## src/rtl/chk_slot.sv

```systemverilog
// One expected-result slot: config storage, address match, write capture, seen flag.
module chk_slot #(
    parameter int unsigned ADDR_W = 8,
    parameter int unsigned DATA_W = 16
) (
    input  logic              clk,
    input  logic              rst_n,
    input  logic              cfg_we,
    input  logic [ADDR_W-1:0] cfg_addr,
    input  logic [DATA_W-1:0] cfg_data,
    input  logic              cfg_en,
    input  logic              clr,
    input  logic              cap_en,
    input  logic              mem_we,
    input  logic [ADDR_W-1:0] mem_addr,
    input  logic [DATA_W-1:0] mem_wdata,
    output logic              en,
    output logic              seen,
    output logic              match_c
);

    logic [ADDR_W-1:0] addr_q;
    logic [DATA_W-1:0] exp_q;
    logic [DATA_W-1:0] cap_q;
    logic              hit_c;

    assign hit_c   = cap_en && mem_we && en && (addr_q == mem_addr);
    assign match_c = (cap_q == exp_q);

    // Slot configuration, only written while the checker is idle or done.
    always_ff @(posedge clk or negedge rst_n) begin
        if (!rst_n) begin
            en     <= 1'b0;
            addr_q <= '0;
            exp_q  <= '0;
        end else if (cfg_we) begin
            en     <= cfg_en;
            addr_q <= cfg_addr;
            exp_q  <= cfg_data;
        end
    end

    // Capture the most recent CPU write to the slot address during a run.
    always_ff @(posedge clk or negedge rst_n) begin
        if (!rst_n) begin
            cap_q <= '0;
            seen  <= 1'b0;
        end else if (clr) begin
            cap_q <= '0;
            seen  <= 1'b0;
        end else if (hit_c) begin
            cap_q <= mem_wdata;
            seen  <= 1'b1;
        end
    end

endmodule

```

## config.mk

```make
export PLATFORM = sky130hd
export DESIGN_NAME = chk_slot
export DESIGN_NICKNAME = d
export VERILOG_FILES = /design/src/rtl/chk_slot.sv
export SDC_FILE = /design/constraint.sdc
export NUM_CORES = 1
export LEC_CHECK = 0
export CAP_MARGIN = 20
export CORE_ASPECT_RATIO = 1.25
export CORE_UTILIZATION = 42
export DETAILED_ROUTE_END_ITERATION = 10
export PLACE_DENSITY = 0.72
export SLEW_MARGIN = 0
export SYNTH_ARGS = -nofsm -noshare
export SYNTH_HDL_FRONTEND = slang
export SYNTH_SLANG_ARGS = --single-unit
```

## constraint.sdc

```tcl
create_clock -name clk -period 1.8 [get_ports clk]
set_clock_uncertainty 0.15 [all_clocks]
set_input_delay 0.45 -clock clk [delete_from_list [all_inputs] [get_ports clk]]
set_output_delay 0.45 -clock clk [all_outputs]
set_load 0.02 [all_outputs]
```

# Word level (Yosys, flattened, before mapping)
# Index checks and enable logic that the tools add are counted.
# Widths: inputs -> output; s select.
[totals]
in_bits = 55
out_inout_bits = 3
regBits = 42
[op_classes]
muxes = 4
n_reduce_logical = 4
eq_ne = 2
[ops]
columns = ["cell", "count"]
rows = [
  ["$mux 16", 2],
  ["$eq 16x16->1", 1],
  ["$eq 8x8->1", 1],
  ["$logic_and 1x1->1", 3],
  ["$mux 1", 2],
  ["$reduce_bool 2->1", 1],
]

# Longest topological paths before layout
# Gate-level depths: netlist (run 1).
[logic_depth]
depth_word = 5
mapped_depth = 6

# Worst setup path before layout (run 1)
# No wires, ideal clock.
[synth_path]
path_kind = "flip-flop to output port"
start = "reg exp_q[11]"
end = "out match_c"
t_required_ns = 1.200
slack_ns = -0.139
arrival_time_ns = 1.339
path_buffers = 0
path_stages_with_launch = 4
cell_sequence = "dfrtp_1 -> xnor2_1 -> nand4_1 -> nor4_1"
[synth_between]
elab_chain_cells = 1
[synth_rtl]
columns = ["element", "line_no", "text"]
rows = [
  ["from (decl)", "23", "logic [DATA_W-1:0] exp_q;"],
  ["from (signal assigned)", "39", "exp_q <= cfg_data;"],
  ["$eq 16x16->1", "28", "assign match_c = (cap_q == exp_q);"],
  ["to (decl)", "19", "output logic match_c"],
]
# Every way passes these cells.

# Worst setup path in the final report (run 1)
[layout_path]
start = "reg cap_q[6]"
end = "out match_c"
[layout_between]
elab_chain_cells = 1
[layout_rtl]
columns = ["element", "line_no", "text"]
rows = [
  ["from (decl)", "24", "logic [DATA_W-1:0] cap_q;"],
  ["from (signal assigned)", "52", "cap_q <= mem_wdata;"],
  ["$eq 16x16->1", "28", ""],
]
# Every way passes these cells.

==> results.cfg, run 1 <==
[synth]
seq_area_frac_synth_pct = 51.8
ys_ff_latch = 42
syn-num-nets = 212
synth_top_area_cell = dfrtp_1
yosysTopAreaCellShare_pct = 51.8
synth_area_um2 = 2030
synth_area_per_cell_um2 = 12.9
synth.area.top_cells = dfrtp_1, mux2_2, xnor2_1, nand2b_1, mux2i_1
yosysWarnings = 0
synthDistinctLibCells = 14
synthCells = 157

[sta]
setup_viol = 1
worst_slack_ns = -0.358
setup-tns-final_ns = -0.358
fin_crit_sh_pct = 120
drv_slew = 0
worst_pin_slew_ns = 0.544
fmax_ghz = 0.463
grt_setup_unrepaired = yes
post-route-min-period_ns = 2.16
hold_viol = 0
relSlewSlack_pct = 63.7

[clock_tree]
cts_tree = yes
clock-sinks = 42
cts_root_buf = clkbuf_8
clockBufferDepth = 2
cts_buffers = 5
clkLatencyLatePin_ns = 0.29
cts.clk_slew.worst_paths_ns = 0.08
h-tree-depth = 2

[floorplanning]
dieArea_um2 = 5110
ios = 58
die_w_um = 64.2
start_util_pct = 44.8
core_um2 = 4530
die_h_um = 79.7
rows = 27

[final_layout]
finalInstanceArea_um2 = 2920
antenna_cells = 0
fillers = 384
nNetsFinal = 283
fin_cells = 287
drive_above_1_share_pct = 25.3
syn_to_final_growth_pct = 44.2

[drt]
antenna_left = 0
wl_per_cell_um = 15.4
wirelength_um = 4410
firstDrtPassIters = 4
via_per_inst = 4.86
vias = 1395
drc_errors = 0
initialDrtViolationCount = 27

[placed_design]
hpwl_um = 2900
post-place-cells = 273
pre_cts_slack_ns = -0.464
place.gp.congestion = 0.691
io_buffers = 57
dpl-instance-area_um2 = 2730

[critical_path]
endpoint_kind = output port
arrival_ns = 1.56
reg2reg_depth = 6
crit_fanout = 2
crit_required_ns = 1.20
ff2ff_setup_slack_ns = 0.06
r2r-start = addr_q[6]
r2r-end = cap_q[0]
crit_type = flip-flop to output port
start_kind = flip-flop

[global_route]
track_usage_pct = 19.2
grt_pass1_vias = 1489
grt_max_degree = 43
grt_remaining_overflow = 0
grt_pass1_wl_um = 7320
antenna_found_initial = 0

[hold_path]
hold_class = input port to async pin

[power]
power_density_nw_per_um2 = 685
power.leakage_uw = 0.00119
vdd_drop_max_mv = 0.398
power_uw = 2000

[run_status]
outcome = finished, violations left
violations = setup timing

[flow_run]
cap_violations = 0
final cells by class:
type	instances	area (µm²)	area share, %
Clock buffer	6	82.6	2.82
Clock inverter	2	12.5	0.428
Multi-Input combinational cell	107	960	32.8
Sequential cell	42	1050	35.9
Tap cell	58	72.6	2.48
Timing Repair Buffer	72	746	25.5
critical path: stages, from the launching register on:
cell and delay (ns):
dfrtp_1 0.40, xnor2_1 0.16, nand4_1 0.15, nor4_2 0.34, buf_2 0.22
state kept, by name, summed over array words and instances (netlist names):
| register | count |
|---|---|
| addr_q | 8 |
| en | 1 |
| exp_q | 16 |
| seen | 1 |
| cap_q | 16 |
cell usage after synthesis:
| master | count |
|---|---|
| buf_12 | 1 |
| buf_2 | 2 |
| nand2b_1 | 32 |
| mux2i_1 | 16 |
| clkbuf_1 | 4 |
| dfrtp_1 | 42 |
| nand3_1 | 1 |
| buf_6 | 1 |
| nor4_1 | 1 |
| nor3_2 | 1 |
| nand4_1 | 6 |
| o21ba_2 | 1 |
| xnor2_1 | 24 |
| mux2_2 | 25 |
layout by cell type, fill, tap and decap left out, drive strengths merged, types with 6 or more instances in the layout:
cell / count
nand4: 6
mux2: 25
clkdlybuf4s50: 45
xnor2: 24
clkbuf: 6
buf: 17
nand2b: 32
dfrtp: 42
dlygate4sd2: 10
mux2i: 16
layer usage:
| metal | wire length (µm) | share of wire, % | vias to the layer above | GRT usage (%) |
|---|---|---|---|---|
| li1 | - | - | 666 | - |
| met1 | 1950 | 44 | 678 | 25.0 |
| met2 | 2160 | 49 | 46 | 31.2 |
| met3 | 242 | 5.5 | 5 | 4.43 |
| met4 | 59 | 1.3 | 0 | 6.67 |
| met5 | 0 | 0 | - | 0 |
through the flow:
stage,util [%],hold slack (ns)
global route,64.6,0.102
global placement,60.3,0.344
detailed placement,60.3,0.350
floorplan,-,0.00441
CTS,63.7,0.0830
finish,64.6,0.0632
worst max-delay path by stage:
stage | cells past startpoint | startpoint | end
finish | 4 | cap_q[6] | match_c
global route | 4 | cap_q[6] | match_c
floorplan | 3 | exp_q[11] | match_c
detailed placement | 4 | exp_q[1] | match_c
global placement | 4 | exp_q[9] | match_c
CTS | 4 | exp_q[5] | match_c
where the power goes:
group	internal (µW)	switching [µW]	leakage, µW
registers	1000	41.6	0.000530
clock network	308	328	0.0000472
logic	218	108	0.000611
cell families after synthesis:
kind of cell    share of synthesized area [%]
buf+inv                                  2.78
flops                                    51.8
xor+xnor                                 10.4
mux                                      21.8
simple gates                             12.8
compound gates                          0.494
timing repair:
action                     in CTS  in global routing
cloned                          2                  0
setup endpoints to repair      19                 16
buffers inserted                1                  3
gates resized for setup        18                  6
pin swaps                      11                  8
hold buffers                    0                  0
Power figures use the tool's default switching activity.
==> inputs of run 2 (changes only) <==
--- a/config.mk
+++ b/config.mk
@@ -7,9 +7,9 @@
 export LEC_CHECK = 0
 export CAP_MARGIN = 20
 export CORE_ASPECT_RATIO = 1.25
-export CORE_UTILIZATION = 42
+export CORE_MARGIN = 3
+export CORE_UTILIZATION = 35
 export DETAILED_ROUTE_END_ITERATION = 10
-export PLACE_DENSITY = 0.72
 export SLEW_MARGIN = 0
 export SYNTH_ARGS = -nofsm -noshare
 export SYNTH_HDL_FRONTEND = slang
==> results.cfg, run 2 (synthesis results as in run 1) <==
[placed_design]
place.gp.congestion = 0.731
hpwl_um = 3170
io_buffers = 57
post-place-cells = 282

[final_layout]
drive_above_1_share_pct = 23.7
antenna_cells = 0
syn_to_final_growth_pct = 46.0
final_cell_mix = clkdlybuf4s50_1, dfrtp_1, nand2b_1, mux2_2, xnor2_1
fillers = 472
nNetsFinal = 286
fin_cells = 296
final_common_cell = clkdlybuf4s50_1
top_regs = cap_q: 16 flops, exp_q: 16 flops, addr_q: 8 flops

[power]
intPower_uw = 1640
pwr-share-clk_pct = 34.6
power_density_nw_per_um2 = 708
power_switching_uw = 461
power_frac_seq_pct = 49.5
p_comb_share_pct = 15.9
power.leakage_uw = 0.00119
vdd_drop_max_mv = 0.469
p_sw_share_pct = 22.0
power_uw = 2100

[sta]
fin_crit_sh_pct = 117
post-route-min-period_ns = 2.10
fmax_ghz = 0.475
worst_pin_slew_ns = 0.377
relSlewSlack_pct = 74.8
hold_viol = 0
setup-tns-final_ns = -0.304
grt_setup_unrepaired = yes
drv_slew = 0
setup_viol = 1
worst_slack_ns = -0.304

[critical_path]
endpoint_kind = output port
crit_fanout = 2
cp.depth = 4
reg2reg_depth = 6
crit_end = match_c
max_stage_delay_ns = 0.40
r2r-end = cap_q[2]
path_cells = xnor2_1 -> nand4_1 -> nor4_2 -> buf_4
crit_path_top_delay_cell = dfrtp_1
crit_type = flip-flop to output port
cp_top_family = simple AND/OR/NAND/NOR gates
startpoint = exp_q[1]
start_kind = flip-flop
crit_required_ns = 1.20
r2r-start = addr_q[3]
ff2ff_setup_slack_ns = 0.13
arrival_ns = 1.50
worst-path-buf-inv = 1

[clock_tree]
cts_tree = yes
clock-sinks = 42
cts_buffers = 5
clockBufferDepth = 2
cts.clk_slew.worst_paths_ns = 0.08
h-tree-depth = 2
clkLatencyLatePin_ns = 0.29
cts_root_buf = clkbuf_8

[drt]
drc_errors = 0
antenna_left = 0
wl_per_cell_um = 15.1
dr_wl_met3_um = 325
wl_met1_um = 1870
firstDrtPassIters = 3
dr_wl_met2_um = 2220
initialDrtViolationCount = 26
via_per_inst = 4.66
highest_layer = met4
vias = 1378
wirelength_um = 4480

[run_status]
outcome = finished, violations left
violations = setup timing

[global_route]
grt_pass1_wl_um = 7340
grt_max_degree = 34
antenna_found_initial = 0
track_usage_pct = 14.4
grt_remaining_overflow = 0
grt_pass1_vias = 1581

[floorplanning]
die_w_um = 74.1
start_util_pct = 36.8
ios = 58
rows = 30
dieArea_um2 = 6750
core_um2 = 5520
die_h_um = 91.1

[hold_path]
hold_class = flip-flop to flip-flop

[flow_run]
cap_violations = 0
==> run 2: power groups by stage <==
stage | registers, µW | clock network, µW | logic (µW)
after floorplan | 1050 | 0 | 152
after global placement | 1050 | 0 | 329
after detailed placement | 1060 | 0 | 338
after CTS | 1040 | 749 | 341
after global routing | 1050 | 799 | 364
final | 1040 | 726 | 334
==> run 2: area by class of cell <==
cell class	count	area, µm²	area share (%)
clock inverter	2	37.5	1.27
tap	64	80.1	2.70
clock buffer	6	72.6	2.45
multi-input combinational	107	938	31.7
timing repair buffer	75	782	26.4
sequential	42	1050	35.5
==> run 2: repair_timing <==
item	4_1_cts	5_1_grt
pin swaps	14	5
hold buffers	1	0
resized for setup	19	1
endpoints found under the hold margin	14	0
buffers inserted	2	1
endpoints found under the setup margin	19	14
cloned	2	0
==> run 2: per-stage QoR <==
step | area (µm²) | hold WS, ns | setup WS (ns) | utilization (%)
2_1_floorplan | 2030 | 0.00441 | 0.0522 | -
3_3_place_gp | 2770 | 0.230 | -0.440 | 50.2
3_5_place_dp | 2770 | 0.238 | -0.441 | 50.2
4_1_cts | 2960 | 0.370 | -0.298 | 53.6
5_1_grt | 2960 | 0.389 | -0.375 | 53.7
6_report | 2960 | 0.364 | -0.304 | 53.7
==> run 2: per-layer routing <==
layer | global-route usage [%] | up-vias
met5 | 0 | -
met4 | 4.08 | 0
met3 | 4.21 | 7
met2 | 24.7 | 50
met1 | 17.1 | 643
li1 | - | 678
==> run 2: worst min path at each step <==
stage | startpoint | end | slack (ns) | cells past startpoint
after CTS | seen | seen | 0.37 | 1
after global placement | rst_n | addr_q[7] | 0.23 | 1
final | seen | seen | 0.36 | 1
after global routing | exp_q[0] | exp_q[0] | 0.39 | 1
after detailed placement | rst_n | addr_q[3] | 0.24 | 1
after floorplan | rst_n | addr_q[0] | 0.004 | 0
==> inputs of run 3 (changes only) <==
--- a/config.mk
+++ b/config.mk
@@ -5,8 +5,8 @@
 export SDC_FILE = /design/constraint.sdc
 export NUM_CORES = 1
 export LEC_CHECK = 0
-export CAP_MARGIN = 20
-export CORE_ASPECT_RATIO = 1.25
+export CAP_MARGIN = 0
+export CORE_ASPECT_RATIO = 0.5
 export CORE_MARGIN = 3
 export CORE_UTILIZATION = 35
 export DETAILED_ROUTE_END_ITERATION = 10
==> results.cfg, run 3 (synthesis results as in run 1) <==
[placed_design]
dpl-instance-area_um2 = 2740
place.gp.congestion = 0.680
hpwl_um = 2860
io_buffers = 57

[global_route]
grt_pass1_vias = 1392
grt_remaining_overflow = 0
grt_max_degree = 43
grt_pass1_wl_um = 6840
antenna_found_initial = 0
track_usage_pct = 13.1

[critical_path]
crit_type = flip-flop to output port
start_kind = flip-flop
cp_top_family = simple AND/OR/NAND/NOR gates
worst-path-buf-inv = 1
arrival_ns = 1.48
path_cells = xnor2_1 -> nand4_1 -> nor4_2 -> buf_4
crit_required_ns = 1.20
endpoint_kind = output port
max_stage_delay_ns = 0.39
crit_path_top_delay_cell = dfrtp_1
crit_fanout = 2

[run_status]
outcome = finished, violations left
violations = setup timing

[final_layout]
fillers = 455
top_regs = cap_q: 16 flops, exp_q: 16 flops, addr_q: 8 flops
nNetsFinal = 281
drive_above_1_share_pct = 21.6
antenna_cells = 0
final_common_cell = clkdlybuf4s50_1
syn_to_final_growth_pct = 46.5
finalInstanceArea_um2 = 2970
final_cell_mix = clkdlybuf4s50_1, dfrtp_1, nand2b_1, mux2_2, xnor2_1
final_util_pct = 56.6

[flow_run]
cap_violations = 0

[sta]
fmax_ghz = 0.480
relSlewSlack_pct = 84.7
worst_pin_slew_ns = 0.230
grt_setup_unrepaired = yes
drv_slew = 0
post-route-min-period_ns = 2.08
setup_viol = 1
fin_crit_sh_pct = 116
worst_slack_ns = -0.283
hold_viol = 0
whs_ns = 0.366

[power]
power.leakage_uw = 0.00121
vdd_drop_max_mv = 0.316
power_density_nw_per_um2 = 759
power_uw = 2250

[floorplanning]
rows = 18
die_h_um = 59.8
die_w_um = 114
ios = 58
start_util_pct = 38.7
core_um2 = 5250
dieArea_um2 = 6800

[drt]
vias = 1346
antenna_left = 0
drc_errors = 0
initialDrtViolationCount = 27
firstDrtPassIters = 4
via_per_inst = 4.53
wl_per_cell_um = 14.1
wirelength_um = 4200

[clock_tree]
cts_tree = yes
clock-sinks = 42
cts_buffers = 5
h-tree-depth = 2
cts_root_buf = clkbuf_16
cts.clk_slew.worst_paths_ns = 0.06
clkLatencyLatePin_ns = 0.28
clockBufferDepth = 2

[hold_path]
hold_class = flip-flop to flip-flop
==> run 3: what timing repair did <==
item                                    4_1_cts  5_1_grt
setup buffers                                 1        2
hold buffers                                  1        0
gates resized for setup                      17        5
pin swaps                                    12        6
gates cloned                                  2        0
hold endpoints to repair                     11        0
endpoints found under the setup margin       20       17
==> run 3: cell type report <==
class | instances | area [µm²] | share of cell area, %
repair buffers | 70 | 751 | 25.3
flip-flops and latches | 42 | 1050 | 35.4
well taps | 70 | 87.6 | 2.95
clock inverters | 1 | 5.00 | 0.168
clock buffers | 7 | 143 | 4.80
multi-input cells | 107 | 933 | 31.4
==> run 3: worst paths after layout <==
kind	cells past startpoint	to	startpoint	slack [ns]
max in group asynchronous	3	addr_q[4]	rst_n	0.77
hold reg to reg	1	seen	seen	0.37
setup / recovery	4	match_c	exp_q[1]	-0.28
hold / removal	1	seen	seen	0.37
min in group asynchronous	3	exp_q[4]	rst_n	0.53
setup reg to reg	6	cap_q[15]	addr_q[6]	0.12
==> run 3: layer usage <==
layer	vias to the layer above	wire length (µm)	track usage (%)
met3	2	205	3.54
met2	31	1870	21.0
met5	-	0	0
li1	667	-	-
met4	0	24	2.57
met1	646	2100	18.1
==> run 3: stage by stage <==
step	setup TNS, ns	instances	setup slack [ns]
CTS	-0.291	295	-0.291
global route	-0.375	297	-0.375
finish	-0.283	297	-0.283
detailed placement	-6.36	283	-0.452
global placement	-6.26	283	-0.438
floorplan	0	157	0.0522
==> run 3: report_power, final <==
| part | internal [µW] | total (µW) | switching (µW) | leakage (µW) |
|---|---|---|---|---|
| Clock | 550 | 892 | 342 | 0.0000739 |
| Combinational | 219 | 324 | 106 | 0.000602 |
| Sequential | 1000 | 1040 | 36.9 | 0.000530 |
| Total | 1770 | 2250 | 485 | 0.00121 |
==> patch 1: new RTL, flow settings as in run 1 <==
Change the parameter `ADDR_W` from 8 to 6.
--- a/src/rtl/chk_slot.sv
+++ b/src/rtl/chk_slot.sv
@@ -2,3 +2,3 @@
 module chk_slot #(
-    parameter int unsigned ADDR_W = 8,
+    parameter int unsigned ADDR_W = 6,
     parameter int unsigned DATA_W = 16
Ports: changed (resized cfg_addr and mem_addr); port bits go from 58 to 54. No check against the original RTL was run, so the function may have changed too.
==> patch 1 against run 1 <==
- the run still ends with negative setup slack left
- total power shrank 1.3%
- core utilization grew 3.7 points
- sequential cell count shrank 2
- design area shrank 3.5%
- synthesized area shrank 9.7%
- setup slack gained 140 ps
- register-to-register slack lost 70 ps
- routed wire length grew 2.0%
- largest power group unchanged
==> patch 1: results (changes against run 1) <==
diodes inserted 0 (unchanged); multiplexer share of the synthesized area 14.1% (-7.6 points); Max stage delay on crit path a little under 400 ps; drt total wl 4500 um (+2.0%); status finished with violations; worst path arrival time 1420 ps (-140 ps); vias in the first global route 1507 (+1.2%); Sw Ratio 24.7% (+0.90 points); CTS Hold Bufs 1 (+1); syn nets 206 (-2.8%); sequential power share 50.3% (-1.7 points); Worst Hold Class reg2reg; largest net degree at the start of global routing 24 (-44%); layout cells sized above 1 36.5% (+11 points); Placed Cells 274 (+0.37%); Synth Area in Compound Gates 9.22% (+8.7 points); Total Nets Final 280 (-1.1%); IO buf count 53 (-7.0%); Post-DP HPWL 3140 um (+8.4%); Final GP Congestion 0.787 (+14%); post-route setup slack -220 ps (+139 ps); CTS Root Buffer Type clkbuf_8; H-tree level count 2 (unchanged); clk buf depth 2 (unchanged); setup TNS -248 ps (+111 ps); Fillers 327 (-15%); P_sw 0.000489 W (+2.4%); VDD IR max 0.447 mV (+12%); Final Setup Violations 4 (+3); Post-Synth XOR/XNOR Area 10.5% (+0.16 points); Tot GR Track Use 21.2% (+2.0 points); post_cts resized 36 (+18); sequential-to-total area share from yosys stat 54.6% (+2.8 points); via count 1470 (+5.4%); first-pass GRT wire length 6890 um (-5.9%); relative slew slack 69.2% (+5.5 points); Cells after Synth 155 (-1.3%); initial DRC count 42 (+56%); Routed wire per std cell 15.7 um (+2.4%); First-pass DRT Iterations 4 (unchanged); placed instance area 2570 um2 (-5.9%); largest registers cap_q: 16 flops, exp_q: 16 flops, addr_q: 6 flops; most frequent cells after synthesis dfrtp_1, mux2_2, xnor2_1; share of total power in the clock network 30.5% (-1.3 points); failing checks negative setup slack; dpl ws -593 ps (-129 ps); Setup Buffers After CTS 2 (+1); count of cell types in the netlist 19 (+5); leakage power 1.10 nW (-7.4%); Synth area leaders dfrtp_1, mux2_2, xnor2_1
-- patch 1: cell types whose count changed in the layout (fill, tap and decap cells not counted), moves of 4 or more --
cell,change
a21oi_2,+6
a21oi_1,+11
nand3_1,+16
o21ai_2,+12
nand2b_1,-32
mux2i_1,-13
buf_4,+12
o21ai_4,+4
dfrtp_1,-4
dlygate4sd2_1,-4
-- patch 1: worst paths after layout --
check,from,endpoint,slack (ps),cells past startpoint
setup reg to reg,addr_q[0]$_DFFE_PN0P_,cap_q[13]$_DFFE_PN0P_,-10,5
hold / removal,seen$_DFFE_PN0P_,seen$_DFFE_PN0P_,370,2
min in group asynchronous,rst_n,cap_q[6]$_DFFE_PN0P_,490,2
max in group asynchronous,rst_n,en$_DFFE_PN0P_,440,3
hold reg to reg,seen$_DFFE_PN0P_,seen$_DFFE_PN0P_,370,2
setup / recovery,exp_q[13]$_DFFE_PN0P_,match_c,-220,4
-- patch 1: area by class of cell --
type | instances | area [um2] | area share (%)
sequential | 40 | 1000 | 35.5
multi-input combinational | 105 | 923 | 32.7
timing repair buffer | 77 | 736 | 26.1
clock buffer | 8 | 90.1 | 3.19
tap | 56 | 70.1 | 2.48
-- patch 1: cells by family after synthesis --
| family | after synthesis |
|---|---|
| AO/OA/AOI/OAI | 33 |
| AND/OR/NAND/NOR | 27 |
| buffers and inverters | 10 |
| multiplexers | 23 |
| flip-flops | 40 |
| XOR/XNOR | 22 |
-- patch 1: routing by layer --
layer  track usage [%]  routed length, um  up-vias
met5                 0                  0        -
met4              8.33                 68        0
met3              6.11                260        7
met2              36.5               2390       49
met1              24.6               1780      714
li1                  -                  -      700
-- patch 1: worst min-delay path: cells and delay by family, from the launching register on --
kind / cells / cell delay [ps]
AND/OR/NAND/NOR: 1 / 80
AO/OA/AOI/OAI: 1 / 50
flip-flops: 1 / 360
==> patch 2: new RTL, settings of run 1 <==
Made on the original files. Put a register stage on the output `match_c`, without a reset. The value now appears one clock later. The other outputs are not delayed to match.
--- a/src/rtl/chk_slot.sv
+++ b/src/rtl/chk_slot.sv
@@ -27,3 +27,5 @@
     assign hit_c   = cap_en && mem_we && en && (addr_q == mem_addr);
-    assign match_c = (cap_q == exp_q);
+    always_ff @(posedge clk) begin
+        match_c <= (cap_q == exp_q);
+    end
 
Behaviour: not the same (a bounded check fails within 4 cycles, from zero or initial values and one cycle with rst_n low).
==> patch 2 against run 1 <==
- register-to-register slack improved by 40 ps
- critical path depth rose by 1
- design area fell by 0.77%
- global-route usage fell by 1.4 points
- total power rose by 7.8%
- sequential cell count rose by 1
- routed wire length fell by 6.9%
- synthesized area rose by 0.99%
- setup slack improved by 420 ps
- highest routed layer unchanged
==> patch 2: results (changes against run 1) <==
status completed; placed instance area 2710 um2 (-0.78%); sequential-to-total area share from yosys stat 52.3% (+0.47 points); leakage power 1.17 nW (-1.9%); syn nets 213 (+0.47%); via count 1352 (-3.1%); GR Util met1 21.9% (-3.1 points); Met3 Wirelength 257 um (+6.2%); M2 GR Usage 30.2% (-0.96 points); Max FO, Critical Path 8 (+6); Total Nets Final 276 (-2.5%); hold_ws 70.3 ps (+7.12 ps); M1 wire length 1790 um (-8.0%); Sw Ratio 21.8% (-2.1 points); Synth area leaders dfrtp_1, mux2_2, xnor2_1; measured slew at the worst slew-check pin 538 ps (-6.40 ps); Routed wire per std cell 14.6 um (-5.2%); met3 Use GR 4.69% (+0.26 points); r2r setup slk 100 ps (+40 ps); cell family with most CP delay buffers and inverters; reg-to-reg endpoint cap_q[13]$_DFFE_PN0P_; RR Startpoint addr_q[7]$_DFFE_PN0P_; Tot GR Track Use 17.8% (-1.4 points); vias in the first global route 1461 (-1.9%); FF-to-FF path depth 5 (-1); Final GP Congestion 0.737 (+6.6%); dpl ws -323 ps (+140 ps); vias per inst 4.79 (-1.4%); first-pass GRT wire length 6840 um (-6.6%)
[patch 2: cell types whose count changed after synthesis, sizes merged]
cell / change
dfxtp: +1
[patch 2: final cells by class]
type                       instances  area [um2]
tap                               60        75.1
multi-input combinational        107         947
timing repair buffer              64         691
clock inverter                     2        35.0
fill                             399        1790
sequential                        43        1070
clock buffer                       6        82.6
[patch 2: worst max path at each step]
stage	start	end	slack (ps)	cells after the start
2_1_floorplan	mem_addr[6]	cap_q[10]$_DFFE_PN0P_	220	6
3_3_place_gp	mem_addr[3]	cap_q[15]$_DFFE_PN0P_	-240	6
3_5_place_dp	mem_addr[0]	cap_q[2]$_DFFE_PN0P_	-320	6
4_1_cts	mem_we	cap_q[13]$_DFFE_PN0P_	70	5
5_1_grt	addr_q[6]$_DFFE_PN0P_	cap_q[15]$_DFFE_PN0P_	7	5
6_report	mem_we	cap_q[13]$_DFFE_PN0P_	60	5
[patch 2: kinds of logic after synthesis]
kind of cell    synth area share [%]
compound gates                 0.489
xor+xnor                        10.3
buf+inv                         2.75
flops                           52.3
mux                             21.6
simple gates                    12.6
[patch 2: what timing repair did]
item / 4_1_cts / 5_1_grt
cloned: 2 / 0
gates resized for setup: 14 / 2
hold buffers: 0 / 0
endpoints found under the setup margin: 6 / 7
pin swaps: 12 / 0
buffers inserted: 1 / 0
[patch 2: power groups by stage]
| stage | registers, W | logic, W | clock network (W) |
|---|---|---|---|
| floorplan | 0.00107 | 0.000151 | 0 |
| global placement | 0.00108 | 0.000319 | 0 |
| detailed placement | 0.00108 | 0.000329 | 0 |
| CTS | 0.00106 | 0.000326 | 0.000800 |
| global route | 0.00107 | 0.000356 | 0.000843 |
| finish | 0.00106 | 0.000326 | 0.000769 |
